--- src/rtl/arm_ctrl_pkg.sv ---
// Shared types and instruction-field constants for the register-bank sequencer.
package arm_ctrl_pkg;

    localparam int unsigned IR_W          = 32;
    localparam int unsigned COND_MSB      = 31;
    localparam int unsigned COND_LSB      = 28;
    localparam int unsigned OPCODE_MSB    = 24;
    localparam int unsigned OPCODE_LSB    = 21;
    localparam int unsigned I_BIT         = 25;
    localparam int unsigned L_BIT         = 24;
    localparam int unsigned RD_MSB        = 15;
    localparam int unsigned RD_LSB        = 12;
    localparam int unsigned SHIFT_REG_BIT = 4;
    localparam int unsigned PC_IDX        = 15;

    typedef enum logic [2:0] {
        IDLE, DECODE, OPERAND, EXEC, WB, PC_INC
    } state_t;

    typedef enum logic [1:0] {
        DP, BRANCH, OTHER
    } iclass_t;

    typedef struct packed {
        iclass_t iclass;
        logic    writes_rd;
        logic    uses_rm;
        logic    uses_rs;
        logic    rd_is_pc;
    } ir_info_t;

    typedef struct packed {
        logic ir_ready;
        logic alu_start;
        logic rd_mux;
        logic reg_gate_a;
        logic reg_gate_b;
        logic reg_gate_c;
        logic latch_reg;
        logic pc_mux;
        logic data_mux;
        logic instr_done;
    } ctrl_t;

endpackage

--- src/rtl/reg_bank_sequencer_if.sv ---
// Instruction hand-off between fetch (master) and the sequencer (slave).
interface reg_bank_sequencer_if;
    import arm_ctrl_pkg::*;

    logic [IR_W-1:0] ir_in;
    logic            ir_valid;
    logic            ir_ready;

    modport master (output ir_in, output ir_valid, input  ir_ready);
    modport slave  (input  ir_in, input  ir_valid, output ir_ready);
endinterface

--- src/rtl/ir_class_decode.sv ---
// Combinational classifier: instruction word -> class and operand/writeback usage.
module ir_class_decode
    import arm_ctrl_pkg::*;
(
    input  logic [IR_W-1:0] ir,
    output ir_info_t        info
);
    logic [3:0] w_opcode;
    logic       w_is_dp;
    logic       w_is_br;
    logic       w_is_cmp;
    logic       w_uses_rm;
    logic       w_unused_bits;

    assign w_opcode  = ir[OPCODE_MSB:OPCODE_LSB];
    assign w_is_dp   = (ir[27:26] == 2'b00);
    assign w_is_br   = (ir[27:25] == 3'b101);
    // TST/TEQ/CMP/CMN only set flags, so they never write Rd
    assign w_is_cmp  = w_is_dp && (w_opcode[3:2] == 2'b10);
    assign w_uses_rm = w_is_dp && !ir[I_BIT];

    always_comb begin
        info           = '0;
        info.iclass    = w_is_dp ? DP : (w_is_br ? BRANCH : OTHER);
        info.writes_rd = (w_is_dp && !w_is_cmp) || w_is_br;
        info.uses_rm   = w_uses_rm;
        info.uses_rs   = w_uses_rm && ir[SHIFT_REG_BIT];
        info.rd_is_pc  = (ir[RD_MSB:RD_LSB] == 4'(PC_IDX));
    end

    assign w_unused_bits = ^{ir[COND_MSB:COND_LSB], ir[20:16], ir[11:5], ir[3:0]};
endmodule

--- src/rtl/reg_bank_sequencer.sv ---
// Multi-cycle sequencer driving register-bank write controls and operand gates
// for one instruction at a time, with ALU timeout and retired-instruction count.
module reg_bank_sequencer
    import arm_ctrl_pkg::*;
#(
    parameter int unsigned ALU_TIMEOUT = 16,
    parameter int unsigned CNT_W       = 32
) (
    input  logic                clk,
    input  logic                rst_n,
    reg_bank_sequencer_if.slave fetch,
    input  logic                cond_pass,
    output logic                alu_start,
    input  logic                alu_done,
    output logic [IR_W-1:0]     ir_o,
    output logic                latch_reg,
    output logic                pc_mux,
    output logic                rd_mux,
    output logic                data_mux,
    output logic                reg_gate_a,
    output logic                reg_gate_b,
    output logic                reg_gate_c,
    output logic                instr_done,
    output logic                err,
    output logic [CNT_W-1:0]    retired
);
    localparam int unsigned TMO_W = (ALU_TIMEOUT > 1) ? $clog2(ALU_TIMEOUT) : 1;

    state_t           r_state;
    state_t           w_state_nxt;
    logic [IR_W-1:0]  r_ir;
    logic [IR_W-1:0]  w_ir_nxt;
    logic [TMO_W-1:0] r_tmo;
    logic [TMO_W-1:0] w_tmo_nxt;
    logic             r_err;
    logic             w_err_nxt;
    logic             w_abort;
    logic             w_wb_pc;
    logic [CNT_W-1:0] r_retired;
    ctrl_t            r_ctrl;
    ctrl_t            w_ctrl_nxt;
    ir_info_t         w_info;

    ir_class_decode u_decode (
        .ir   (r_ir),
        .info (w_info)
    );

    assign w_wb_pc = (w_info.iclass == BRANCH) || w_info.rd_is_pc;

    // Next state, then the control word that the next state presents
    always_comb begin
        w_state_nxt = r_state;
        w_ir_nxt    = r_ir;
        w_tmo_nxt   = r_tmo;
        w_err_nxt   = r_err;
        w_abort     = 1'b0;

        case (r_state)
            IDLE: begin
                if (fetch.ir_valid && r_ctrl.ir_ready) begin
                    w_ir_nxt    = fetch.ir_in;
                    w_state_nxt = DECODE;
                end
            end
            DECODE: begin
                if (!cond_pass) begin
                    w_state_nxt = PC_INC;
                end else if (w_info.iclass == DP) begin
                    w_state_nxt = OPERAND;
                end else if (w_info.iclass == BRANCH) begin
                    w_state_nxt = OPERAND;
                    if (r_ir[L_BIT]) w_err_nxt = 1'b1;
                end else begin
                    w_err_nxt   = 1'b1;
                    w_state_nxt = PC_INC;
                end
            end
            OPERAND: begin
                w_state_nxt = EXEC;
                w_tmo_nxt   = '0;
            end
            EXEC: begin
                // alu_done has priority over the timeout on the same cycle
                if (alu_done) begin
                    w_state_nxt = w_info.writes_rd ? WB : PC_INC;
                end else if (r_tmo == TMO_W'(ALU_TIMEOUT - 1)) begin
                    w_abort     = 1'b1;
                    w_err_nxt   = 1'b1;
                    w_state_nxt = IDLE;
                end else begin
                    w_tmo_nxt = r_tmo + TMO_W'(1);
                end
            end
            WB:      w_state_nxt = w_wb_pc ? IDLE : PC_INC;
            PC_INC:  w_state_nxt = IDLE;
            default: w_state_nxt = IDLE;
        endcase

        w_ctrl_nxt = '0;
        case (w_state_nxt)
            IDLE: begin
                // An abort spends its first IDLE cycle as the done cycle
                w_ctrl_nxt.ir_ready   = !w_abort;
                w_ctrl_nxt.instr_done = w_abort;
            end
            OPERAND: begin
                w_ctrl_nxt.alu_start  = 1'b1;
                w_ctrl_nxt.rd_mux     = 1'b1;
                w_ctrl_nxt.reg_gate_a = 1'b1;
                w_ctrl_nxt.reg_gate_b = w_info.uses_rm;
                w_ctrl_nxt.reg_gate_c = w_info.uses_rs;
            end
            EXEC: begin
                w_ctrl_nxt.rd_mux     = 1'b1;
                w_ctrl_nxt.reg_gate_a = 1'b1;
                w_ctrl_nxt.reg_gate_b = w_info.uses_rm;
                w_ctrl_nxt.reg_gate_c = w_info.uses_rs;
            end
            WB: begin
                w_ctrl_nxt.latch_reg  = 1'b1;
                w_ctrl_nxt.data_mux   = 1'b1;
                w_ctrl_nxt.rd_mux     = 1'b1;
                w_ctrl_nxt.pc_mux     = w_wb_pc;
                w_ctrl_nxt.instr_done = w_wb_pc;
            end
            PC_INC: begin
                w_ctrl_nxt.latch_reg  = 1'b1;
                w_ctrl_nxt.pc_mux     = 1'b1;
                w_ctrl_nxt.instr_done = 1'b1;
            end
            default: w_ctrl_nxt = '0;
        endcase
    end

    always_ff @(posedge clk or negedge rst_n) begin
        if (!rst_n) begin
            r_state         <= IDLE;
            r_ir            <= '0;
            r_tmo           <= '0;
            r_err           <= 1'b0;
            r_retired       <= '0;
            r_ctrl          <= '0;
            r_ctrl.ir_ready <= 1'b1;
        end else begin
            r_state <= w_state_nxt;
            r_ir    <= w_ir_nxt;
            r_tmo   <= w_tmo_nxt;
            r_err   <= w_err_nxt;
            r_ctrl  <= w_ctrl_nxt;
            if (w_ctrl_nxt.instr_done && !w_abort) r_retired <= r_retired + CNT_W'(1);
        end
    end

    assign fetch.ir_ready = r_ctrl.ir_ready;
    assign alu_start      = r_ctrl.alu_start;
    assign rd_mux         = r_ctrl.rd_mux;
    assign reg_gate_a     = r_ctrl.reg_gate_a;
    assign reg_gate_b     = r_ctrl.reg_gate_b;
    assign reg_gate_c     = r_ctrl.reg_gate_c;
    assign latch_reg      = r_ctrl.latch_reg;
    assign pc_mux         = r_ctrl.pc_mux;
    assign data_mux       = r_ctrl.data_mux;
    assign instr_done     = r_ctrl.instr_done;
    assign ir_o           = r_ir;
    assign err            = r_err;
    assign retired        = r_retired;
endmodule
--- src/flat_wrapper.sv ---
// flat-port wrapper written by rule: the top's interface ports become plain ports
module reg_bank_sequencer_flat import arm_ctrl_pkg::*;
#(
    parameter int unsigned ALU_TIMEOUT = 16,
    parameter int unsigned CNT_W       = 32
)
  (clk, rst_n, cond_pass, alu_start, alu_done, ir_o, latch_reg, pc_mux, rd_mux, data_mux, reg_gate_a, reg_gate_b, reg_gate_c, instr_done, err, retired, fetch_ir_in, fetch_ir_valid, fetch_ir_ready);
  reg_bank_sequencer_if fetch_i ();
  input  logic clk;
  input  logic rst_n;
  input  logic cond_pass;
  output logic alu_start;
  input  logic alu_done;
  output logic [IR_W-1:0] ir_o;
  output logic latch_reg;
  output logic pc_mux;
  output logic rd_mux;
  output logic data_mux;
  output logic reg_gate_a;
  output logic reg_gate_b;
  output logic reg_gate_c;
  output logic instr_done;
  output logic err;
  output logic [CNT_W-1:0] retired;
  input wire logic [$bits(fetch_i.ir_in)-1:0] fetch_ir_in;
  input wire logic [$bits(fetch_i.ir_valid)-1:0] fetch_ir_valid;
  output wire logic [$bits(fetch_i.ir_ready)-1:0] fetch_ir_ready;
  assign fetch_i.ir_in = fetch_ir_in;
  assign fetch_i.ir_valid = fetch_ir_valid;
  assign fetch_ir_ready = fetch_i.ir_ready;
  reg_bank_sequencer #(.ALU_TIMEOUT(ALU_TIMEOUT), .CNT_W(CNT_W)) u_core (.clk(clk), .rst_n(rst_n), .fetch(fetch_i), .cond_pass(cond_pass), .alu_start(alu_start), .alu_done(alu_done), .ir_o(ir_o), .latch_reg(latch_reg), .pc_mux(pc_mux), .rd_mux(rd_mux), .data_mux(data_mux), .reg_gate_a(reg_gate_a), .reg_gate_b(reg_gate_b), .reg_gate_c(reg_gate_c), .instr_done(instr_done), .err(err), .retired(retired));
endmodule
--- config.mk ---
export PLATFORM = sky130hd
export DESIGN_NAME = reg_bank_sequencer_flat
export DESIGN_NICKNAME = d
export VERILOG_FILES = /design/src/rtl/arm_ctrl_pkg.sv /design/src/rtl/reg_bank_sequencer_if.sv /design/src/rtl/ir_class_decode.sv /design/src/rtl/reg_bank_sequencer.sv /design/src/flat_wrapper.sv
export SDC_FILE = /design/constraint.sdc
export NUM_CORES = 1
export LEC_CHECK = 0
export CAP_MARGIN = 20
export CELL_PAD_IN_SITES_DETAIL_PLACEMENT = 0
export CELL_PAD_IN_SITES_GLOBAL_PLACEMENT = 2
export CORE_MARGIN = 5
export CORE_UTILIZATION = 33
export CTS_BUF_LIST = sky130_fd_sc_hd__clkbuf_2
export CTS_CLUSTER_SIZE = 30
export DETAILED_ROUTE_END_ITERATION = 6
export PLACE_DENSITY_LB_ADDON = 0.1
export SLEW_MARGIN = 20
export SYNTH_ARGS = -nofsm -noshare
export SYNTH_HDL_FRONTEND = slang
export SYNTH_SLANG_ARGS = --single-unit
--- constraint.sdc ---
create_clock -name clk -period 3.9 [get_ports clk]
set_clock_uncertainty 0.2 [all_clocks]
set_input_delay 1.17 -clock clk [delete_from_list [all_inputs] [get_ports clk]]
set_output_delay 1.17 -clock clk [all_outputs]
set_load 0.01 [all_outputs]
# After elaboration in Yosys (flattened, before gate mapping)
# Index checks and enable logic that the tools add are counted.
dict set report word_totals {
  ff_bits 82
}
dict set report classes {
  add_sub_neg 2
  eq_ne 19
  n_mux 31
  reduce_logical 22
}
# cell n
set op_table {}
lappend op_table {{32-bit by 1-bit adder with 32-bit output, second input constant} 1}
lappend op_table {{3-bit two-way mux} 8}
lappend op_table {{3-bit one-hot mux with 5 select lines} 1}
lappend op_table {{1-bit two-way mux} 14}
lappend op_table {{3-bit by 2-bit equality test with 1-bit output, second input constant} 4}
lappend op_table {{3-bit equality test, second input constant} 4}
lappend op_table {{4-bit equality test, second input constant} 2}
lappend op_table {{4-bit two-way mux} 2}
lappend op_table {{2-bit != test, second input constant} 4}
lappend op_table {{4-bit one-hot mux with 2 select lines} 1}
lappend op_table {{1-bit logical AND} 6}
lappend op_table {{3-bit logical NOT} 2}
lappend op_table {{6-bit AND reduction} 1}
lappend op_table {{4-bit by 1-bit adder with 4-bit output, second input constant} 1}
lappend op_table {{2-bit logical NOT} 2}
lappend op_table {{2-bit two-way mux} 2}
lappend op_table {{2-bit one-hot mux with 2 select lines} 1}
lappend op_table {{2-bit nonzero test} 2}
lappend op_table {{3-bit by 1-bit equality test with 1-bit output, second input constant} 1}
lappend op_table {{1-bit logical NOT} 3}
lappend op_table {{3-bit by 2-bit != test with 1-bit output, second input constant} 1}
lappend op_table {{1-bit one-hot mux with 3 select lines} 1}
lappend op_table {{3-bit AND reduction} 1}
lappend op_table {{3-bit OR reduction} 1}
lappend op_table {{other kinds (7)} 8}

# Depth between registers and ports, before layout
# Gate-level depths: netlist of run 1.
dict set report depth {
  depth_word 11
  mapped_depth 7
  mapped_depth_nobuf 6
}

# By module
# Synthesis of run 1 repeated with hierarchy kept, for this count alone.
dict set report unflattened {
  hier_cells 311
  area_unflattened_um2 3882.5
}
# module instances cells_per_inst area_per_inst_um2 seq_area_each_um2
set modules_own_cells {}
lappend modules_own_cells {reg_bank_sequencer 1 301 3814.9 2053.2}
lappend modules_own_cells {ir_class_decode 1 10 67.6 0.0}

# Least setup slack after synthesis of run 1
# No wires, ideal clock.
dict set report synth_path {
  kind {input to register}
  start {input alu_done}
  end {register u_core.r_retired[24] (netlist: u_core.retired[24])}
  setup_time_ns 0.127
  arrival_time_ns 2.293
  t_required_ns 3.573
  setup_slack_ns 1.280
  stages 5
  cell_sequence {nand4b_4 > a31oi_2 > o31ai_2 > or4_4 > xnor2_2}
}
dict set report synth_between {
  elab_chain_len 5
}
# element line
set synth_lines {}
lappend synth_lines {{start: declaration} flat_wrapper.sv:13} ;# input logic alu_done;
lappend synth_lines {{3-bit two-way mux} reg_bank_sequencer.sv:85} ;# if (alu_done) begin
lappend synth_lines {{3-bit one-hot mux with 5 select lines} reg_bank_sequencer.sv:59} ;# case (r_state)
lappend synth_lines {{3-bit equality test or 3-bit logical NOT (tied branches)} reg_bank_sequencer.sv:101} ;# case (w_state_nxt)
lappend synth_lines {{1-bit one-hot mux with 3 select lines} reg_bank_sequencer.sv:101}
lappend synth_lines {{1-bit logical AND (*)} reg_bank_sequencer.sv:151} ;# if (w_ctrl_nxt.instr_done && !w_abort) r_retired <= r_retired + CNT_W'(1);
lappend synth_lines {{end signal: assignment} reg_bank_sequencer.sv:151}
lappend synth_lines {{end: declaration} reg_bank_sequencer.sv:39} ;# logic [CNT_W-1:0] r_retired;
# Every way passes the cells marked *; elsewhere a longest branch is shown, timed or not.
# A chain may end at the register's enable or synchronous reset.

# Worst setup path after layout of run 1
dict set report layout_path {
  start {register u_core.r_retired[2] (netlist: u_core.retired[2])}
  end {output retired[2]}
}
# element line
set layout_rtl {}
lappend layout_rtl {{end: declaration} flat_wrapper.sv:24} ;# output logic [CNT_W-1:0] retired;
# No word-level cell between the ends.

==> results of run 1 <==
-- stage by stage --
stage | hold WS [ps] | area (um^2)
floorplan | 304 | 3630
global route | 304 | 5070
detailed placement | 267 | 4900
CTS | 295 | 5070
global placement | 259 | 4900
finish | 284 | 5070
-- worst register-to-register path, cell delays in order, from the launching register on --
cell	delay (ps)
dfrtp_1	590
nor3b_1	330
o211a_1	250
o31ai_2	130
or4_4	540
xnor2_2	140
-- final cells by class --
cell class                      count  area [um^2]
Fill cell                        1002         5720
Clock buffer                        9         45.0
Timing Repair Buffer              115         1140
Inverter                            6         22.5
Multi-Input combinational cell    191         1510
Clock inverter                      5          129
Sequential cell                    82         2050
Tap cell                          140          175
-- report_power, final --
| part | leakage, nW | switching [mW] | internal, mW |
|---|---|---|---|
| combinational | 1.02 | 0.556 | 0.761 |
| sequential | 1.04 | 0.236 | 1.12 |
| clock | 0.0980 | 0.287 | 0.335 |
| total | 2.16 | 1.08 | 2.22 |
-- synthesized netlist by cell type (2+ instances only) --
library cell,instances,area (um^2)
nor4_1,2,12.5
xnor2_1,20,175
or4_4,3,33.8
and2_1,4,25.0
and3b_1,3,26.3
a21oi_1,2,10.0
nand3_1,18,90.1
nand2_1,19,71.3
nor4_2,2,25.0
and3_1,6,37.5
or2_2,2,12.5
xor2_1,10,87.6
nor3_1,5,25.0
inv_1,6,22.5
nand3b_1,2,15.0
a31o_2,3,26.3
buf_2,4,20.0
nand4_1,9,56.3
o211ai_1,2,15.0
buf_4,2,15.0
ha_1,2,25.0
dfrtp_1,81,2030
a31oi_1,2,12.5
nor2_1,4,15.0
nor3b_1,5,37.5
nand2b_1,3,18.8
o21ai_0,5,25.0
clkbuf_1,2,7.51
and4_1,3,26.3
mux2_2,32,360
-- worst max-delay path by stage --
stage                                     end  cells past startpoint                           from
2_1_floorplan  u_core.retired[24]$_DFFE_PN0P_                      5                       alu_done
3_3_place_gp   u_core.retired[24]$_DFFE_PN0P_                      6                       alu_done
3_5_place_dp   u_core.retired[24]$_DFFE_PN0P_                      6                       alu_done
4_1_cts                              ir_o[26]                      1    u_core.ir_o[26]$_DFFE_PN0P_
5_1_grt                            retired[2]                      1  u_core.retired[2]$_DFFE_PN0P_
6_report                           retired[2]                      1  u_core.retired[2]$_DFFE_PN0P_
-- kinds of logic (layout without fill, tap and decap cells) --
| kind of cell | Yosys count | in the layout | share of synthesized area, % |
|---|---|---|---|
| adder cells (fa/ha/maj) | 2 | 2 | 0.689 |
| flip-flops | 82 | 82 | 56.6 |
| AND/OR/NAND/NOR | 99 | 99 | 17.3 |
| buffers and inverters | 15 | 135 | 1.90 |
| AO/OA/AOI/OAI | 25 | 25 | 5.38 |
| multiplexers | 34 | 34 | 10.5 |
| XOR/XNOR | 31 | 31 | 7.69 |
-- metal layers --
| layer | wire length (um) | vias to the layer above | part of all wire [%] | global-route usage [%] |
|---|---|---|---|---|
| li1 | - | 1274 | - | - |
| met1 | 3820 | 1288 | 43 | 18.7 |
| met4 | 64 | 0 | 0.73 | 3.29 |
| met2 | 3970 | 89 | 45 | 20.3 |
| met5 | 0 | - | 0 | 0 |
| met3 | 973 | 6 | 11 | 7.47 |
==> metrics.csv, run 1 <==
metric,value,unit
Max Root-Sink Buffers,2,
Worst-Skew Late Latency,510,ps
# Max-Cap Violations,0,
Post-DP HPWL,6.33,mm
Post-synth EDFFs,0,
crit-path cells,clkdlybuf4s50_1,
clk sinks,82,
worst-path fanout max,6,
Post-CTS Setup Bufs,0,
Inserted Diodes,0,
Port Buf Inserts,111,
Finished Layout Cells,548,
Post-synth ARST share,100,%
Die Width,115,um
die height,115,um
Std-Cell Rows,38,
total congestion overflow,0,
H-tree Lvls,3,
sequential-to-total area share from yosys stat,56.6,%
placed cells,534,
min cycle time layout,2970,ps
Setup WS pre-CTS,545,ps
"most common cell after layout, fill and taps aside",clkdlybuf4s50_1,
Buf/Inv on CP,1,
Worst slew margin,50.3,%
CP max-delay cell,clkdlybuf4s50_1,
Avg WL per Cell,16.1,um
fmax,336,MHz
global-route wire length before repair,14.6,mm
Worst-Margin Slew,746,ps
Root Driver,clkbuf_2,
CTS Hold Bufs,0,
Worst R2R Start,u_core.r_state[1]$_DFF_PN0_,
fraction of layout instances using a drive strength above 1,17.6,%
Synth Flop Type,dfrtp_1,
IO Count,112,
Worst setup EP type,primary output,
vias in the first global route,2748,
DR DRC count,0,
post-route setup slack,927,ps
DIE AREA,13200,um^2
hold_sp,u_core.retired[31]$_DFFE_PN0P_,
Leak Pwr,2.16,nW
Gate Count Post-Synth,288,
reg-to-reg setup timing slack,1650,ps
HP Class,flop to flop,
Synth cell types,55,
pin count of the biggest net entering global routing,83,
RSZ-0062 raised after global routing,no,
DR pass1 iterations,5,
Inserted Clock Buffers,9,
Starting Density,33.6,%
Synth Net Count,327,
critical path required time,2530,ps
Slew Limit Fails,0,
FF-to-FF End,u_core.retired[24]$_DFFE_PN0P_,
Mapped Area,3630,um^2
Final Net Count,444,
vias,2657,
syn_area_per_cell,12.6,um^2
DRT antenna net count,0,
total power,3.30,mW
WHS Path Cells,1,
status,finished clean,
pwr/cell area,649,nW/um^2
"commonest non-fill, non-tap cells in the layout","110 x clkdlybuf4s50_1, 81 x dfrtp_1, 32 x mux2_2",
routability cong.,0.755,
CP max stage delay,610,ps
crit path kind,flop to primary output,
period utilization,76.2,%
Hold EP,u_core.retired[31]$_DFFE_PN0P_,
arrival time worst endpoint,1600,ps
vias per cell,4.85,
yosys warns,0,
CORE AREA,10800,um^2
Worst-path clk slew,220,ps
Synth Register Bits,82,
CTS tree,yes,
cell family with the largest share of critical-path delay,buffers and inverters,
final WL,8.82,mm
Area Overhead vs Synth,39.8,%
initial antenna violation count,0,
Final Hold Viols,0,
CP startpoint kind,flop,
TNS Setup,0,ps
post-layout util,47.0,%
Resized cells post-CTS,0,
initial drt markers,119,
worst vdd ir,336,uV
reg2reg path depth,5,
Total GRT Usage,14.1,%
Finish-stage setup viols,0,
No activity file was read; power rests on OpenSTA's default activity.
==> run 2, diff against run 1 <==
--- a/config.mk
+++ b/config.mk
@@ -9,7 +9,7 @@
 export CELL_PAD_IN_SITES_DETAIL_PLACEMENT = 0
 export CELL_PAD_IN_SITES_GLOBAL_PLACEMENT = 2
 export CORE_MARGIN = 5
-export CORE_UTILIZATION = 33
+export CORE_UTILIZATION = 31
 export CTS_BUF_LIST = sky130_fd_sc_hd__clkbuf_2
 export CTS_CLUSTER_SIZE = 30
 export DETAILED_ROUTE_END_ITERATION = 6
==> constraint.sdc (replaced) <==
create_clock -name clk -period 2.83 [get_ports clk]
set_clock_uncertainty 0.2 [all_clocks]
set_input_delay 0.849 -clock clk [delete_from_list [all_inputs] [get_ports clk]]
set_output_delay 0.849 -clock clk [all_outputs]
set_load 0.01 [all_outputs]
==> metrics.csv, run 2 (synthesized netlist as in run 1, its figures left out) <==
metric,value,unit,change
status,finished clean,,
total power,4.34,mW,+32%
TNS Setup,0,ps,unchanged
clk sinks,82,,unchanged
DR pass1 iterations,4,,-1
CP startpoint kind,flop,,
vias per cell,4.80,,-1.0%
WHS Path Cells,1,,unchanged
CP max-delay cell,dfstp_2,,
H-tree Lvls,3,,unchanged
crit-path cells,clkdlybuf4s50_1,,
hold_sp,u_core.retired[31]$_DFFE_PN0P_,,
pwr/cell area,844,nW/um^2,+30%
CORE AREA,11500,um^2,+6.2%
critical path required time,1780,ps,-750 ps
Worst-Skew Late Latency,560,ps,+50 ps
Post-CTS Setup Bufs,0,,unchanged
Worst slew margin,52.4,%,+2.1 points
CP max stage delay,580,ps,-30 ps
Slew Limit Fails,0,,unchanged
Port Buf Inserts,111,,unchanged
reg-to-reg setup timing slack,600,ps,-1050 ps
CTS tree,yes,,
cell family with the largest share of critical-path delay,flip-flops,,
Buf/Inv on CP,1,,unchanged
crit path kind,flop to primary output,,
pin count of the biggest net entering global routing,41,,-51%
worst-path fanout max,3,,-3
Worst-Margin Slew,710,ps,-35.8 ps
placed cells,551,,+3.2%
Total GRT Usage,13.8,%,-0.31 points
DRT antenna net count,0,,unchanged
Worst setup EP type,primary output,,
DR DRC count,0,,unchanged
FF-to-FF End,u_core.retired[1]$_DFFE_PN0P_,,
min cycle time layout,2700,ps,
global-route wire length before repair,15.4,mm,+5.3%
Final Hold Viols,0,,unchanged
Die Width,118,um,+2.9%
fraction of layout instances using a drive strength above 1,20.7,%,+3.1 points
Std-Cell Rows,39,,+2.6%
vias,2726,,+2.6%
Starting Density,31.7,%,-2.0 points
final WL,9.14,mm,+3.6%
Finished Layout Cells,568,,+3.6%
Finish-stage setup viols,0,,unchanged
Final Net Count,459,,+3.4%
arrival time worst endpoint,1650,ps,+50 ps
vias in the first global route,2940,,+7.0%
Avg WL per Cell,16.1,um,about the same
reg2reg path depth,4,,-1
Inserted Diodes,0,,unchanged
Leak Pwr,2.20,nW,+1.8%
Worst-path clk slew,220,ps,about the same
HP Class,flop to flop,,
Min Hold Slack,285,ps,+1.57 ps
Worst R2R Start,u_core.r_state[1]$_DFF_PN0_,,
worst vdd ir,450,uV,+34%
# Max-Cap Violations,0,,unchanged
"most common cell after layout, fill and taps aside",clkdlybuf4s50_1,,
DIE AREA,14000,um^2,+5.9%
initial drt markers,56,,-53%
total congestion overflow,0,,unchanged
period utilization,95.5,%,
initial antenna violation count,0,,unchanged
Area Overhead vs Synth,41.5,%,
die height,118,um,+2.9%
Root Driver,clkbuf_2,,
Post-DP HPWL,6.81,mm,+7.7%
Max Root-Sink Buffers,2,,unchanged
RSZ-0062 raised after global routing,no,,
Inserted Clock Buffers,9,,unchanged
routability cong.,0.767,,+1.5%
fmax,370,MHz,
"commonest non-fill, non-tap cells in the layout","110 x clkdlybuf4s50_1, 79 x dfrtp_1, 32 x mux2_2",,
Hold EP,u_core.retired[31]$_DFFE_PN0P_,,
IO Count,112,,unchanged
## run 2: cell types whose count changed in the layout (fill, tap and decap cells not counted), sizes merged
cell,previous run,this run
clkinv,1,7
bufinv,4,0
dlygate4sd3,0,1
buf,5,19
## run 2: layout make-up
type,count,area (um^2)
fill,1098,6330
tap,143,179
inverter,6,22.5
multi-input combinational,191,1510
timing repair buffer,130,1290
sequential,82,2060
clock inverter,7,36.3
clock buffer,9,45.0
## run 2: worst max path at each step
stage | start | to | slack (ps) | cells past startpoint
2_1_floorplan | alu_done | u_core.retired[24]$_DFFE_PN0P_ | 530 | 5
3_3_place_gp | cond_pass | u_core.retired[1]$_DFFE_PN0P_ | -140 | 5
3_5_place_dp | cond_pass | u_core.retired[1]$_DFFE_PN0P_ | -170 | 5
4_1_cts | u_core.ir_o[26]$_DFFE_PN0P_ | ir_o[26] | 20 | 1
5_1_grt | u_core.ir_o[26]$_DFFE_PN0P_ | ir_o[26] | 4 | 1
6_report | u_core.fetch.ir_ready$_DFF_PN1_ | fetch_ir_ready | 130 | 1
## run 2: layer usage
layer | track usage, % | up-vias | routed length, um
li1 | - | 1301 | -
met1 | 17.3 | 1335 | 4100
met2 | 20.4 | 78 | 4050
met3 | 6.02 | 12 | 806
met4 | 6.45 | 0 | 189
met5 | 0 | - | 0
## run 2: where the power goes
part           leakage (nW)  switching [mW]  total, mW  internal [mW]
registers              1.04           0.324       1.87           1.55
logic                  1.09           0.795       1.95           1.15
clock network        0.0603           0.410      0.516          0.106
total                  2.20            1.53       4.34           2.81
## run 2: timing repair
action                                 CTS  global route
setup endpoints to repair                0             2
endpoints found under the hold margin   21             0
hold buffers                             1             0
resized for setup                        0             2
## run 2: through the flow
| step | utilization, % | cell area, um^2 | setup WS, ps |
|---|---|---|---|
| 6_report | 44.8 | 5140 | 128 |
| 3_5_place_dp | 44.0 | 5040 | -172 |
| 3_3_place_gp | 44.0 | 5040 | -138 |
| 2_1_floorplan | - | 3630 | 531 |
| 5_1_grt | 44.8 | 5140 | 3.65 |
| 4_1_cts | 44.8 | 5130 | 17.7 |
